[config.mk]
export PLATFORM = sky130hd
export DESIGN_NAME = skintone_result_packer_flat
export DESIGN_NICKNAME = d
export VERILOG_FILES = /design/src/rtl/skintone_result_packer_pkg.sv /design/src/rtl/skintone_result_packer_if.sv /design/src/rtl/skintone_sync_fifo.sv /design/src/rtl/skintone_result_packer.sv /design/src/flat_wrapper.sv
export SDC_FILE = /design/constraint.sdc
export NUM_CORES = 1
export LEC_CHECK = 0
export CAP_MARGIN = 15
export CORE_MARGIN = 1.5
export CORE_UTILIZATION = 60
export DETAILED_ROUTE_END_ITERATION = 12
export PLACE_DENSITY = 0.77
export SETUP_SLACK_MARGIN = 0.2
export SLEW_MARGIN = 25
export SYNTH_ARGS = -nofsm -noshare
export SYNTH_HDL_FRONTEND = slang
export SYNTH_SLANG_ARGS = --single-unit
[constraint.sdc]
create_clock -name clk -period 30.2 [get_ports clk]
set_clock_uncertainty 0.1 [all_clocks]
set_input_delay 6.04 -clock clk [delete_from_list [all_inputs] [get_ports clk]]
set_output_delay 6.04 -clock clk [all_outputs]
set_load 0.1 [all_outputs]
[src/rtl/skintone_result_packer_pkg.sv]
// -----------------------------------------------------------------------------
// skintone_result_packer_pkg
// Shared widths, the FIFO entry layout and the byte-keep helper used by the
// skin-score packer and its word FIFO.
// -----------------------------------------------------------------------------
package skintone_result_packer_pkg;

  localparam int SCORE_WIDTH    = 8;
  localparam int PACKED_WIDTH   = 32;
  localparam int LANES_PER_WORD = 4;
  localparam int KEEP_WIDTH     = LANES_PER_WORD;
  localparam int ENTRY_WIDTH    = PACKED_WIDTH + KEEP_WIDTH;

  typedef logic [1:0] lane_cnt_t;

  // One FIFO entry: keep mask in the top bits, packed word below.
  typedef struct packed {
    logic [KEEP_WIDTH-1:0]   keep;
    logic [PACKED_WIDTH-1:0] data;
  } word_entry_t;

  // Keep mask for a word holding n_bytes valid lanes starting at lane 0.
  function automatic logic [KEEP_WIDTH-1:0] keep_mask(input logic [2:0] n_bytes);
    logic [KEEP_WIDTH-1:0] mask;
    case (n_bytes)
      3'd0:    mask = 4'h0;
      3'd1:    mask = 4'h1;
      3'd2:    mask = 4'h3;
      3'd3:    mask = 4'h7;
      3'd4:    mask = 4'hF;
      default: mask = 4'h0;
    endcase
    return mask;
  endfunction

endpackage

[src/rtl/skintone_result_packer_if.sv]
// -----------------------------------------------------------------------------
// skintone_result_packer_if
// Packed-word stream towards the memory write master.
//   word_dataout        packed word, lane 0 in bits [7:0] (earliest score)
//   word_keep           byte-lane valid mask
//   word_dataout_valid  head entry valid
//   word_dataout_ready  consumer accepts when valid && ready
// master = packer side, slave = consumer side.
// -----------------------------------------------------------------------------
interface skintone_result_packer_if;
  import skintone_result_packer_pkg::*;

  logic [PACKED_WIDTH-1:0] word_dataout;
  logic [KEEP_WIDTH-1:0]   word_keep;
  logic                    word_dataout_valid;
  logic                    word_dataout_ready;

  modport master (
    output word_dataout,
    output word_keep,
    output word_dataout_valid,
    input  word_dataout_ready
  );

  modport slave (
    input  word_dataout,
    input  word_keep,
    input  word_dataout_valid,
    output word_dataout_ready
  );
endinterface

[src/rtl/skintone_sync_fifo.sv]
// -----------------------------------------------------------------------------
// skintone_sync_fifo
// Single-clock show-ahead FIFO with registered level / almost-full.
//   clk, rst        rising-edge clock, asynchronous active-high reset
//   push_i          write request; push_data_i written if accepted
//   pop_i           read request; ignored while empty
//   head_o          current head entry (zero while empty)
//   full_o/empty_o  occupancy flags (derived from the registered level)
//   level_o         entries stored
//   almost_full_o   level_o >= AF_LEVEL
//   push_accept_o   the push this cycle is being stored
// A push while full is still accepted when a pop happens on the same edge.
// -----------------------------------------------------------------------------
module skintone_sync_fifo #(
  parameter  int WIDTH    = 36,
  parameter  int DEPTH    = 16,
  parameter  int AF_LEVEL = 12,
  localparam int AW       = $clog2(DEPTH),
  localparam int LW       = AW + 1
) (
  input  logic             clk,
  input  logic             rst,
  input  logic             push_i,
  input  logic [WIDTH-1:0] push_data_i,
  input  logic             pop_i,
  output logic [WIDTH-1:0] head_o,
  output logic             full_o,
  output logic             empty_o,
  output logic [LW-1:0]    level_o,
  output logic             almost_full_o,
  output logic             push_accept_o
);

  logic [WIDTH-1:0] mem_q [DEPTH];
  logic [AW-1:0]    wr_ptr_q;
  logic [AW-1:0]    rd_ptr_q;
  logic [LW-1:0]    level_q;
  logic [LW-1:0]    level_d;
  logic             almost_full_q;
  logic             pop_s;
  logic             push_s;

  assign full_o        = (level_q == LW'(DEPTH));
  assign empty_o       = (level_q == {LW{1'b0}});
  assign pop_s         = pop_i && !empty_o;
  assign push_s        = push_i && (!full_o || pop_s);
  assign push_accept_o = push_s;
  assign level_o       = level_q;
  assign almost_full_o = almost_full_q;

  // Next occupancy after this edge's push and pop.
  always_comb begin
    level_d = level_q + LW'(push_s) - LW'(pop_s);
  end

  // Head entry; forced to zero when nothing is stored.
  always_comb begin
    if (empty_o) begin
      head_o = {WIDTH{1'b0}};
    end else begin
      head_o = mem_q[rd_ptr_q];
    end
  end

  // Storage, pointers (wrap modulo DEPTH) and registered occupancy.
  always_ff @(posedge clk or posedge rst) begin
    if (rst) begin
      for (int i = 0; i < DEPTH; i++) begin
        mem_q[i] <= {WIDTH{1'b0}};
      end
      wr_ptr_q      <= {AW{1'b0}};
      rd_ptr_q      <= {AW{1'b0}};
      level_q       <= {LW{1'b0}};
      almost_full_q <= 1'b0;
    end else begin
      if (push_s) begin
        mem_q[wr_ptr_q] <= push_data_i;
        wr_ptr_q        <= wr_ptr_q + AW'(1);
      end
      if (pop_s) begin
        rd_ptr_q <= rd_ptr_q + AW'(1);
      end
      level_q       <= level_d;
      almost_full_q <= (level_d >= LW'(AF_LEVEL));
    end
  end

endmodule

[src/rtl/skintone_result_packer.sv]
// -----------------------------------------------------------------------------
// skintone_result_packer
// Packs four consecutive 8-bit skin scores into a 32-bit word (lane 0 =
// earliest score), buffers words in a FIFO and offers them on word_if.
//   clk, rst            rising-edge clock, asynchronous active-high reset
//   score_datain(_valid) score stream from the datapath (cannot be stalled)
//   flush               pulse: emit any partial word
//   word_if             packed-word stream (master side)
//   fifo_level          words stored
//   almost_full         fifo_level >= ALMOST_FULL_LEVEL
//   overflow            sticky: a completed word was dropped on a full FIFO
// -----------------------------------------------------------------------------
module skintone_result_packer
  import skintone_result_packer_pkg::*;
#(
  parameter  int FIFO_DEPTH        = 16,
  parameter  int ALMOST_FULL_LEVEL = 12,
  localparam int LW                = $clog2(FIFO_DEPTH) + 1
) (
  input  logic                          clk,
  input  logic                          rst,
  input  logic [SCORE_WIDTH-1:0]        score_datain,
  input  logic                          score_datain_valid,
  input  logic                          flush,
  skintone_result_packer_if.master      word_if,
  output logic [LW-1:0]                 fifo_level,
  output logic                          almost_full,
  output logic                          overflow
);

  lane_cnt_t    lane_cnt_q;
  lane_cnt_t    lane_cnt_d;
  logic [23:0]  asm_q;           // lanes 0..2; lane 3 is never registered
  logic [23:0]  asm_d;
  logic [31:0]  merged_s;        // assembly register with the live score inserted
  logic         push_s;
  word_entry_t  push_entry_s;
  word_entry_t  head_s;
  logic         push_accept_s;
  logic         fifo_empty_s;
  logic         pop_s;
  logic         overflow_q;
  logic         overflow_d;

  // Insert the incoming score into its lane of the current assembly.
  always_comb begin
    merged_s = {8'h00, asm_q};
    case (lane_cnt_q)
      2'd0:    merged_s[7:0]   = score_datain;
      2'd1:    merged_s[15:8]  = score_datain;
      2'd2:    merged_s[23:16] = score_datain;
      2'd3:    merged_s[31:24] = score_datain;
      default: merged_s        = {8'h00, asm_q};
    endcase
  end

  // Lane counter, assembly register and push generation (full word or flush).
  always_comb begin
    lane_cnt_d   = lane_cnt_q;
    asm_d        = asm_q;
    push_s       = 1'b0;
    push_entry_s = '0;
    if (score_datain_valid) begin
      if ((lane_cnt_q == 2'd3) || flush) begin
        // Word completes, or flush takes the new score along with it.
        push_s            = 1'b1;
        push_entry_s.data = merged_s;
        push_entry_s.keep = keep_mask({1'b0, lane_cnt_q} + 3'd1);
        lane_cnt_d        = 2'd0;
        asm_d             = 24'h000000;
      end else begin
        asm_d      = merged_s[23:0];
        lane_cnt_d = lane_cnt_q + 2'd1;
      end
    end else if (flush && (lane_cnt_q != 2'd0)) begin
      push_s            = 1'b1;
      push_entry_s.data = {8'h00, asm_q};
      push_entry_s.keep = keep_mask({1'b0, lane_cnt_q});
      lane_cnt_d        = 2'd0;
      asm_d             = 24'h000000;
    end else begin
      lane_cnt_d = lane_cnt_q;
      asm_d      = asm_q;
    end
  end

  // Dropped push (full with no simultaneous pop) latches overflow until reset.
  always_comb begin
    overflow_d = overflow_q | (push_s && !push_accept_s);
  end

  // Packer state registers.
  always_ff @(posedge clk or posedge rst) begin
    if (rst) begin
      lane_cnt_q <= 2'd0;
      asm_q      <= 24'h000000;
      overflow_q <= 1'b0;
    end else begin
      lane_cnt_q <= lane_cnt_d;
      asm_q      <= asm_d;
      overflow_q <= overflow_d;
    end
  end

  assign pop_s = word_if.word_dataout_valid && word_if.word_dataout_ready;

  skintone_sync_fifo #(
    .WIDTH    (ENTRY_WIDTH),
    .DEPTH    (FIFO_DEPTH),
    .AF_LEVEL (ALMOST_FULL_LEVEL)
  ) u_fifo (
    .clk           (clk),
    .rst           (rst),
    .push_i        (push_s),
    .push_data_i   (push_entry_s),
    .pop_i         (pop_s),
    .head_o        (head_s),
    .full_o        (),
    .empty_o       (fifo_empty_s),
    .level_o       (fifo_level),
    .almost_full_o (almost_full),
    .push_accept_o (push_accept_s)
  );

  assign word_if.word_dataout       = head_s.data;
  assign word_if.word_keep          = head_s.keep;
  assign word_if.word_dataout_valid = !fifo_empty_s;
  assign overflow                   = overflow_q;

endmodule

[src/flat_wrapper.sv]
// flat-port wrapper written by rule: the top's interface ports become plain ports
module skintone_result_packer_flat import skintone_result_packer_pkg::*;
#(
  parameter  int FIFO_DEPTH        = 16,
  parameter  int ALMOST_FULL_LEVEL = 12,
  localparam int LW                = $clog2(FIFO_DEPTH) + 1
)
  (clk, rst, score_datain, score_datain_valid, flush, fifo_level, almost_full, overflow, word_if_word_dataout, word_if_word_keep, word_if_word_dataout_valid, word_if_word_dataout_ready);
  skintone_result_packer_if word_if_i ();
  input  logic clk;
  input  logic rst;
  input  logic [SCORE_WIDTH-1:0] score_datain;
  input  logic score_datain_valid;
  input  logic flush;
  output logic [LW-1:0] fifo_level;
  output logic almost_full;
  output logic overflow;
  output wire logic [$bits(word_if_i.word_dataout)-1:0] word_if_word_dataout;
  output wire logic [$bits(word_if_i.word_keep)-1:0] word_if_word_keep;
  output wire logic [$bits(word_if_i.word_dataout_valid)-1:0] word_if_word_dataout_valid;
  input wire logic [$bits(word_if_i.word_dataout_ready)-1:0] word_if_word_dataout_ready;
  assign word_if_word_dataout = word_if_i.word_dataout;
  assign word_if_word_keep = word_if_i.word_keep;
  assign word_if_word_dataout_valid = word_if_i.word_dataout_valid;
  assign word_if_i.word_dataout_ready = word_if_word_dataout_ready;
  skintone_result_packer #(.FIFO_DEPTH(FIFO_DEPTH), .ALMOST_FULL_LEVEL(ALMOST_FULL_LEVEL)) u_core (.clk(clk), .rst(rst), .score_datain(score_datain), .score_datain_valid(score_datain_valid), .flush(flush), .word_if(word_if_i), .fifo_level(fifo_level), .almost_full(almost_full), .overflow(overflow));
endmodule
* After elaboration in Yosys (flattened, before gate mapping) *
Index checks and enable logic that the tools add are counted.

storage, ports and cells
  bits in registers = 617
  output and inout bits = 44
  word-level logic and storage cells = 84

cells by class
  bitwise logic cells = 3
  order comparisons = 4
  reduce and logical (&&, ||, !) cells = 15
  $add $sub $neg = 6
  mux-type cells = 25
  equality and inequality tests = 8

operators by type and width
  cell                 number
  $bwmux 576           1
  $mux 36              7
  $bmux 36 s4          1
  $demux 36 s4         1
  $mux 24              3
  $mux 8               4
  $pmux 4 s4           2
  $ge 5x5->1 const B   2
  $not 4->5            2
  $add 4x1->4 const B  2
  $eq 3x2->1 const B   2
  $logic_and 1x1->1    6
  $mux 2               3
  $add 5x1->5          1
  $eq 5x5->1 const B   1
  $ge 5x4->1 const B   1
  $logic_not 5->1      1
  $lt 5x1->1 const B   1
  $sub 5x1->5          1
  $eq 2x2->1 const B   2
  $reduce_bool 2->1    2
  $add 2x1->3 const B  1
  $eq 3x1->1 const B   1
  $eq 3x3->1 const B   1
  7 further kinds      12

* Depth between registers and ports, before layout *
Gate-level depths: netlist (run 1).

  depth after elaboration = 9
  depth in mapped cells = 16
  depth with buffers taken out = 14

* Hierarchy *
From an unflattened synthesis (run 1), not the netlist that was laid out.

unflattened totals
  cell total of the unflattened synthesis = 1,774
  area, all modules = 28,325.9 µm²

modules (own cells, without submodules)
  module                  instances  area an instance (µm²)  cells an instance
  skintone_sync_fifo      1          26,731.9                1,634
  skintone_result_packer  1          1,594.0                 140

* Least setup slack after synthesis (run 1) *
Ideal clock, no wire load.

  path kind = reg-to-output
  from = register u_core.u_fifo.level_q[2], in the netlist u_core.u_fifo.level_o[2]
  to = output port word_if_word_dataout[10]
  arrival time = 3.397 ns
  path slack = 20.663 ns
  buffers on the path = 2
  cell stages (with the launch flop) = 9
  required time = 24.060 ns
  cells stage by stage = dfrtp_1 -> inv_1 -> ha_1 -> nor3b_1 -> a21boi_1 -> nor2b_1 -> clkbuf_1 -> clkbuf_1 -> a221o_1

on the way
  word-level cells in the longest chain between the ends = 2

RTL lines
  item                    RTL line                  text
  from (decl)             skintone_sync_fifo.sv:37  logic [LW-1:0] level_q;
  from (signal assigned)  skintone_sync_fifo.sv:73  level_q <= {LW{1'b0}};
  from (signal assigned)  skintone_sync_fifo.sv:83  level_q <= level_d;
  $logic_not 5->1         skintone_sync_fifo.sv:44  assign empty_o = (level_q == {LW{1'b0}});
  $mux 36                 skintone_sync_fifo.sv:58  if (empty_o) begin
  to (decl)               flat_wrapper.sv:18        output wire logic [$bits(word_if_i.word_dataout)-1:0] word_if_word_dataout;

Every way passes these cells.

* Final worst setup path (run 1) *
  from = register u_core.u_fifo.rd_ptr_q[1]
  to = output port word_if_word_dataout[7]

on the way
  word-level cells in the longest chain between the ends = 5

RTL lines
  item                                        RTL line                  text
  from (decl)                                 skintone_sync_fifo.sv:36  logic [AW-1:0] rd_ptr_q;
  from (signal assigned)                      skintone_sync_fifo.sv:72  rd_ptr_q <= {AW{1'b0}};
  from (signal assigned)                      skintone_sync_fifo.sv:81  rd_ptr_q <= rd_ptr_q + AW'(1);
  $not 4->5 (implied by the code)             skintone_sync_fifo.sv:61  head_o = mem_q[rd_ptr_q];
  $bmux 36 s4                                 skintone_sync_fifo.sv:61
  $mux 36 (implied by the code) (2 in a row)  skintone_sync_fifo.sv:61
  $mux 36                                     skintone_sync_fifo.sv:58

Every way passes these cells. The select of a mux whose other input is x is not followed.

==> out/metrics.cfg, run 1 <==
[run_status]
outcome = complete, no violations

[placement]
pre_cts_ws_ns = 19.81
gp_congestion = 0.8129
place_inst = 2813
dp_hpwl_um = 41080
io_buffers = 56
dpl_cell_area_um2 = 29010

[cells_and_area]
fin_util_pct = 67.47
nets = 2304
fin_cells = 2932
drive_gt1_share_pct = 21.38
final_area_um2 = 31280
layout_common_cells = 614 x dfrtp_1, 446 x nand2_1, 437 x o21ai_0
num_antenna_cells = 0
layout_commonest_cell = dfrtp_1
fillerInstances = 3235
area_delta_synth_final_pct = 11.25

[worst_setup_path]
critPathKind = reg -> out
critPathRequiredTime_ns = 24.06
critPathCaptureType = output port
startpoint_type = flop
worstPathArrival_ns = 4.81
critical_path_peak_fanout = 53

[clocking]
clock_path_buffers = 3
htree_levels = 2
postCtsSetupRepairBufs = 0
cts_tree = yes
cts_buffers = 61
clock_sinks = 617
hold_buffers = 0
path_clk_slew_ns = 0.06
cts-root-buf = clkbuf_16
post_cts_resized = 0
clock_latency_ns = 0.63

[global_route]
antenna_found_initial = 1
grt_util_all_layers_pct = 31.39
grt_max_degree = 171
grt_pass1_wl_um = 114500
overflow = 0
grt_pass1_vias = 19870

[die]
io_pins = 57
rows = 79
start_util_pct = 60.65
die_y_um = 219.5
die_w_um = 219.5
core_region_area_um2 = 46360
die_area_um2 = 48170

[logic_synthesis]
ys_warn_count = 0
postSynthAreaPerCell_um2 = 12.01
netlist_instances = 2342
syn_nets = 2372
ys_seq_elements = 617
async_reset_ff_share_pct = 100.0
synth-main-ff-cell = dfrtp_1
syn-cell-area_um2 = 28120
synth.distinct_cells = 47
synth-edff-count = 0
seq_area_frac_synth_pct = 54.92

[timing]
finalCriticalPeriod_ns = 10.95
grt_setup_unrepaired = false
max-slew-margin-rel_pct = 27.80
max_freq_mhz = 91.36
finalSetupTns_ns = 0
worst-slew-pin-transition_ns = 1.083
setup_slack_ns = 19.25
holdWs_ns = 0.3744
period_share_pct = 36.25
setup_viol_count_final = 0
slew_violations = 0
hold_viol = 0

[route]
ant_nets = 0
drtIter0Drc = 1735
routed_via_density = 6.545
vias = 19190
wire_per_inst_um = 24.79
post-route-drc-count = 0
routed_wl_um = 72690
drtPass1Iterations = 8

[power]
powerDensity_nw_per_um2 = 91.79
vdd_ir_drop_max_mv = 0.06218
p_total_mw = 2.871
p_leak_nw = 13.91

[flow_run]
maxCapViolations = 0

[min_path]
hp-class = reg -> reg

==> state kept, by name (all words and copies together) (netlist names) <==
name                         flops
u_core.u_fifo.almost_full_o      1
u_core.overflow                  1
u_core.asm_q                    24
u_core.u_fifo.mem_q            576
u_core.lane_cnt_q                2
u_core.u_fifo.wr_ptr_q           4
u_core.u_fifo.level_o            5
u_core.u_fifo.rd_ptr_q           4
==> cells in the mapped netlist (all sizes together), types with 2 or more instances <==
| cell type | instances | share of area (%) |
|---|---|---|
| dfrtp | 617 | 55 |
| nand2 | 446 | 6.0 |
| o21ai | 443 | 7.9 |
| clkbuf | 182 | 2.4 |
| mux2 | 181 | 8.1 |
| mux4 | 144 | 12 |
| and3 | 49 | 1.1 |
| buf | 45 | 0.93 |
| a221o | 36 | 1.3 |
| a22o | 33 | 1.0 |
| a32o | 24 | 0.85 |
| a32oi | 24 | 0.75 |
| ha | 16 | 0.71 |
| inv | 16 | 0.21 |
| nor2 | 16 | 0.22 |
| o2111ai | 12 | 0.57 |
| xnor2 | 7 | 0.22 |
| and3b | 6 | 0.19 |
| nor3b | 5 | 0.13 |
| a21oi | 4 | 0.071 |
| nor3 | 4 | 0.071 |
| and2 | 3 | 0.067 |
| nand2b | 3 | 0.067 |
| nand3 | 3 | 0.071 |
| a21boi | 2 | 0.053 |
| a21o | 2 | 0.053 |
| and4b | 2 | 0.071 |
| nand4 | 2 | 0.044 |
| nor2b | 2 | 0.044 |
| or3 | 2 | 0.044 |
| or3b | 2 | 0.062 |
| xor2 | 2 | 0.062 |
==> kinds of logic after synthesis <==
family	count (synthesis)	share of synthesized area (%)
adders and majority gates	17	0.7832
DFF	617	54.92
muxes	325	19.59
AOI/OAI and AO/OA	584	12.67
and+or+nand+nor	547	8.188
buffers and inverters	243	3.578
xor gates and xnor gates	9	0.2804
==> critical path, stage by stage, from the launching register on <==
cell	delay (ns)
dfrtp_4	1.05
buf_4	0.78
mux4_2	0.60
mux2_2	0.29
a221o_1	0.37
clkdlybuf4s50_1	1.00
==> where the power goes <==
| part | switching (mW) | internal, mW | leakage [nW] |
|---|---|---|---|
| combinational | 0.565 | 0.345 | 4.35 |
| clock | 0.330 | 0.491 | 1.05 |
| sequential | 0.142 | 0.999 | 8.50 |
| total | 1.04 | 1.83 | 13.9 |
==> path summary, 6_finish.rpt <==
path / startpoint / endpoint / slack (ns) / cells past startpoint
min in group asynchronous: rst / u_core.u_fifo.mem_q[210]$_DFFE_PP0P_ / 5.87 / 2
hold reg to reg: u_core.u_fifo.mem_q[195]$_DFFE_PP0P_ / u_core.u_fifo.mem_q[195]$_DFFE_PP0P_ / 0.37 / 2
hold / removal: u_core.u_fifo.mem_q[195]$_DFFE_PP0P_ / u_core.u_fifo.mem_q[195]$_DFFE_PP0P_ / 0.37 / 2
max in group asynchronous: rst / u_core.u_fifo.mem_q[417]$_DFFE_PP0P_ / 22.17 / 4
setup / recovery: u_core.u_fifo.rd_ptr_q[1]$_DFFE_PP0P_ / word_if_word_dataout[7] / 19.25 / 5
setup reg to reg: u_core.lane_cnt_q[0]$_DFFE_PP0P_ / u_core.u_fifo.almost_full_o$_DFF_PP0_ / 26.24 / 13
==> final cells by class <==
cell class / instances / area [µm²] / area share, %
clock inverter: 30 / 460.4 / 1.472
sequential: 617 / 15450 / 49.40
multi-input combinational: 1482 / 11880 / 37.98
clock buffer: 84 / 1713 / 5.476
inverter: 16 / 67.56 / 0.2160
tap: 607 / 759.5 / 2.428
timing repair buffer: 96 / 948.4 / 3.032
==> metal layers <==
metal  up-vias  track usage, %  part of all wire [%]
met5         -               0                     0
met4         0           12.49                   3.8
met3       166           5.328                   6.7
met2       726           51.25                    49
met1     10010           42.35                    40
li1       8285               -                     -
No activity file was read; power rests on OpenSTA's default activity.
==> inputs of run 2 (changes only) <==
==> constraint.sdc (replaced) <==
create_clock -name clk -period 11.4 [get_ports clk]
set_clock_uncertainty 0.1 [all_clocks]
set_input_delay 2.28 -clock clk [delete_from_list [all_inputs] [get_ports clk]]
set_output_delay 2.28 -clock clk [all_outputs]
set_load 0.1 [all_outputs]
==> out/metrics.cfg, run 2 (synthesis results as in run 1) <==
[run_status]
outcome = complete, no violations

[clocking]
path_clk_slew_ns = 0.06
clock_path_buffers = 3
clock_sinks = 617
cts_buffers = 61
clock_latency_ns = 0.63
cts-root-buf = clkbuf_16
post_cts_resized = 0
postCtsSetupRepairBufs = 0
hold_buffers = 0
cts_tree = yes
htree_levels = 2

[timing]
finalSetupTns_ns = 0
hold_viol = 0
worst-slew-pin-transition_ns = 1.068
setup_viol_count_final = 0
finalCriticalPeriod_ns = 6.775
grt_setup_unrepaired = false
slew_violations = 0
setup_slack_ns = 4.625
max-slew-margin-rel_pct = 28.81
period_share_pct = 59.43
max_freq_mhz = 147.6

[cells_and_area]
fillerInstances = 3183
drive_gt1_share_pct = 21.57
layout_common_cells = 614 x dfrtp_1, 446 x nand2_1, 437 x o21ai_0
regMostFlops = u_core.u_fifo.mem_q
largest_register_ffs = 576
layout_commonest_cell = dfrtp_1
nets = 2306
area_delta_synth_final_pct = 11.22

[route]
ant_nets = 0
vias = 18910
post-route-drc-count = 0
routed_wl_um = 70700
routed_via_density = 6.450
drtPass1Iterations = 7
wire_per_inst_um = 24.11
drtIter0Drc = 1947

[worst_setup_path]
critPathRequiredTime_ns = 9.02
startpoint_type = flop
path_delay_family = buffers and inverters
path_cells = buf_4, mux4_2, mux2_2, a221o_1, clkdlybuf4s50_1
r2r_slack_ns = 6.94
ff2ff_path_depth = 13
r2r-end = u_core.u_fifo.almost_full_o$_DFF_PP0_
cp_slowest_cell = clkdlybuf4s50_1
worstPathArrival_ns = 4.40
critPathKind = reg -> out
crit_buf_inv = 2
critPathCaptureType = output port
critical_path_peak_fanout = 48
reg2reg_from = u_core.lane_cnt_q[0]$_DFFE_PP0P_
max_stage_delay_ns = 0.99

[die]
rows = 79
io_pins = 57
die_w_um = 219.5
start_util_pct = 60.65
die_area_um2 = 48170
die_y_um = 219.5
core_region_area_um2 = 46360

[power]
powerDensity_nw_per_um2 = 240.4
vdd_ir_drop_max_mv = 0.2018
p_leak_nw = 13.91

[global_route]
grt_max_degree = 191
antenna_found_initial = 3
grt_pass1_vias = 19830
grt_pass1_wl_um = 112400
overflow = 0
grt_util_all_layers_pct = 30.68

[min_path]
holdPathEnd = u_core.u_fifo.mem_q[212]$_DFFE_PP0P_
hp-class = reg -> reg
whs_path_depth = 2
min_from = u_core.u_fifo.mem_q[212]$_DFFE_PP0P_

[placement]
gp_congestion = 0.8051
io_buffers = 56
pre_cts_ws_ns = 4.854
dp_hpwl_um = 40770

[flow_run]
maxCapViolations = 0

==> run 2: cell types whose count changed in the layout (fill, tap and decap cells not counted), sizes merged <==
| cell | delta |
|---|---|
| bufinv | -4 |
| diode | +2 |
| inv | -1 |
| clkinvlp | -1 |
| clkbuf | +4 |
==> run 2: area by class of cell <==
cell class	count	area, µm²	share of cell area (%)
Antenna cell	2	5.005	0.01600
Clock buffer	86	1800	5.758
Clock inverter	24	314.1	1.004
Inverter	16	63.81	0.2041
Multi-Input combinational cell	1482	11880	37.99
Sequential cell	617	15450	49.41
Tap cell	607	759.5	2.429
Timing Repair Buffer	98	997.2	3.189
==> run 2: routing by layer <==
layer	GRT usage, %	wire length, µm	part of all wire [%]	vias up
met1	40.94	28370	40	9724
met4	13.74	2676	3.8	2
met2	49.78	34820	49	737
met5	0	9	0.013	-
li1	-	-	-	8285
met3	5.328	4824	6.8	163
==> run 2: worst reg2reg max path, cell delays in order (launching register included) <==
cell and delay, ns:
dfrtp_1 0.47, ha_1 0.67, a21o_1 0.92, o211a_1 0.45, inv_1 0.14, ha_1 0.29
inv_1 0.06, ha_1 0.15, inv_1 0.06, fa_1 0.41, nand2b_1 0.16, a21oi_1 0.15
o21ai_0 0.10, a22o_1 0.19
==> run 2: stage by stage <==
stage,utilization [%],hold slack [ns],total power [mW],std cells,area (µm²)
after floorplan,-,0.3446,4.749,2342,28120
after global placement,62.51,0.3560,5.324,2811,28980
after detailed placement,62.58,0.3650,5.421,2812,29010
after CTS,67.14,0.3784,7.525,2922,31130
after global routing,67.46,0.3883,7.845,2932,31270
final,67.46,0.3753,7.519,2932,31270
==> run 2: where the power goes <==
part / internal [mW] / total [mW] / switching [mW]
Combinational: 0.914 / 2.41 / 1.49
Sequential: 2.65 / 3.01 / 0.361
Clock: 1.25 / 2.11 / 0.853
==> run 2: how the worst max path moves through the flow <==
stage                                                startpoint                                    end  slack, ns  cells past startpoint
after floorplan                                             rst            u_core.asm_q[0]$_DFFE_PP0P_       0.60                      1
after global routing      u_core.u_fifo.rd_ptr_q[0]$_DFFE_PP0P_                word_if_word_dataout[7]       4.43                      5
after global placement                       score_datain_valid  u_core.u_fifo.almost_full_o$_DFF_PP0_       4.91                     13
after detailed placement                     score_datain_valid  u_core.u_fifo.almost_full_o$_DFF_PP0_       4.85                     13
after CTS                 u_core.u_fifo.rd_ptr_q[3]$_DFFE_PP0P_                word_if_word_dataout[7]       4.51                      5
final                     u_core.u_fifo.rd_ptr_q[1]$_DFFE_PP0P_               word_if_word_dataout[25]       4.62                      5
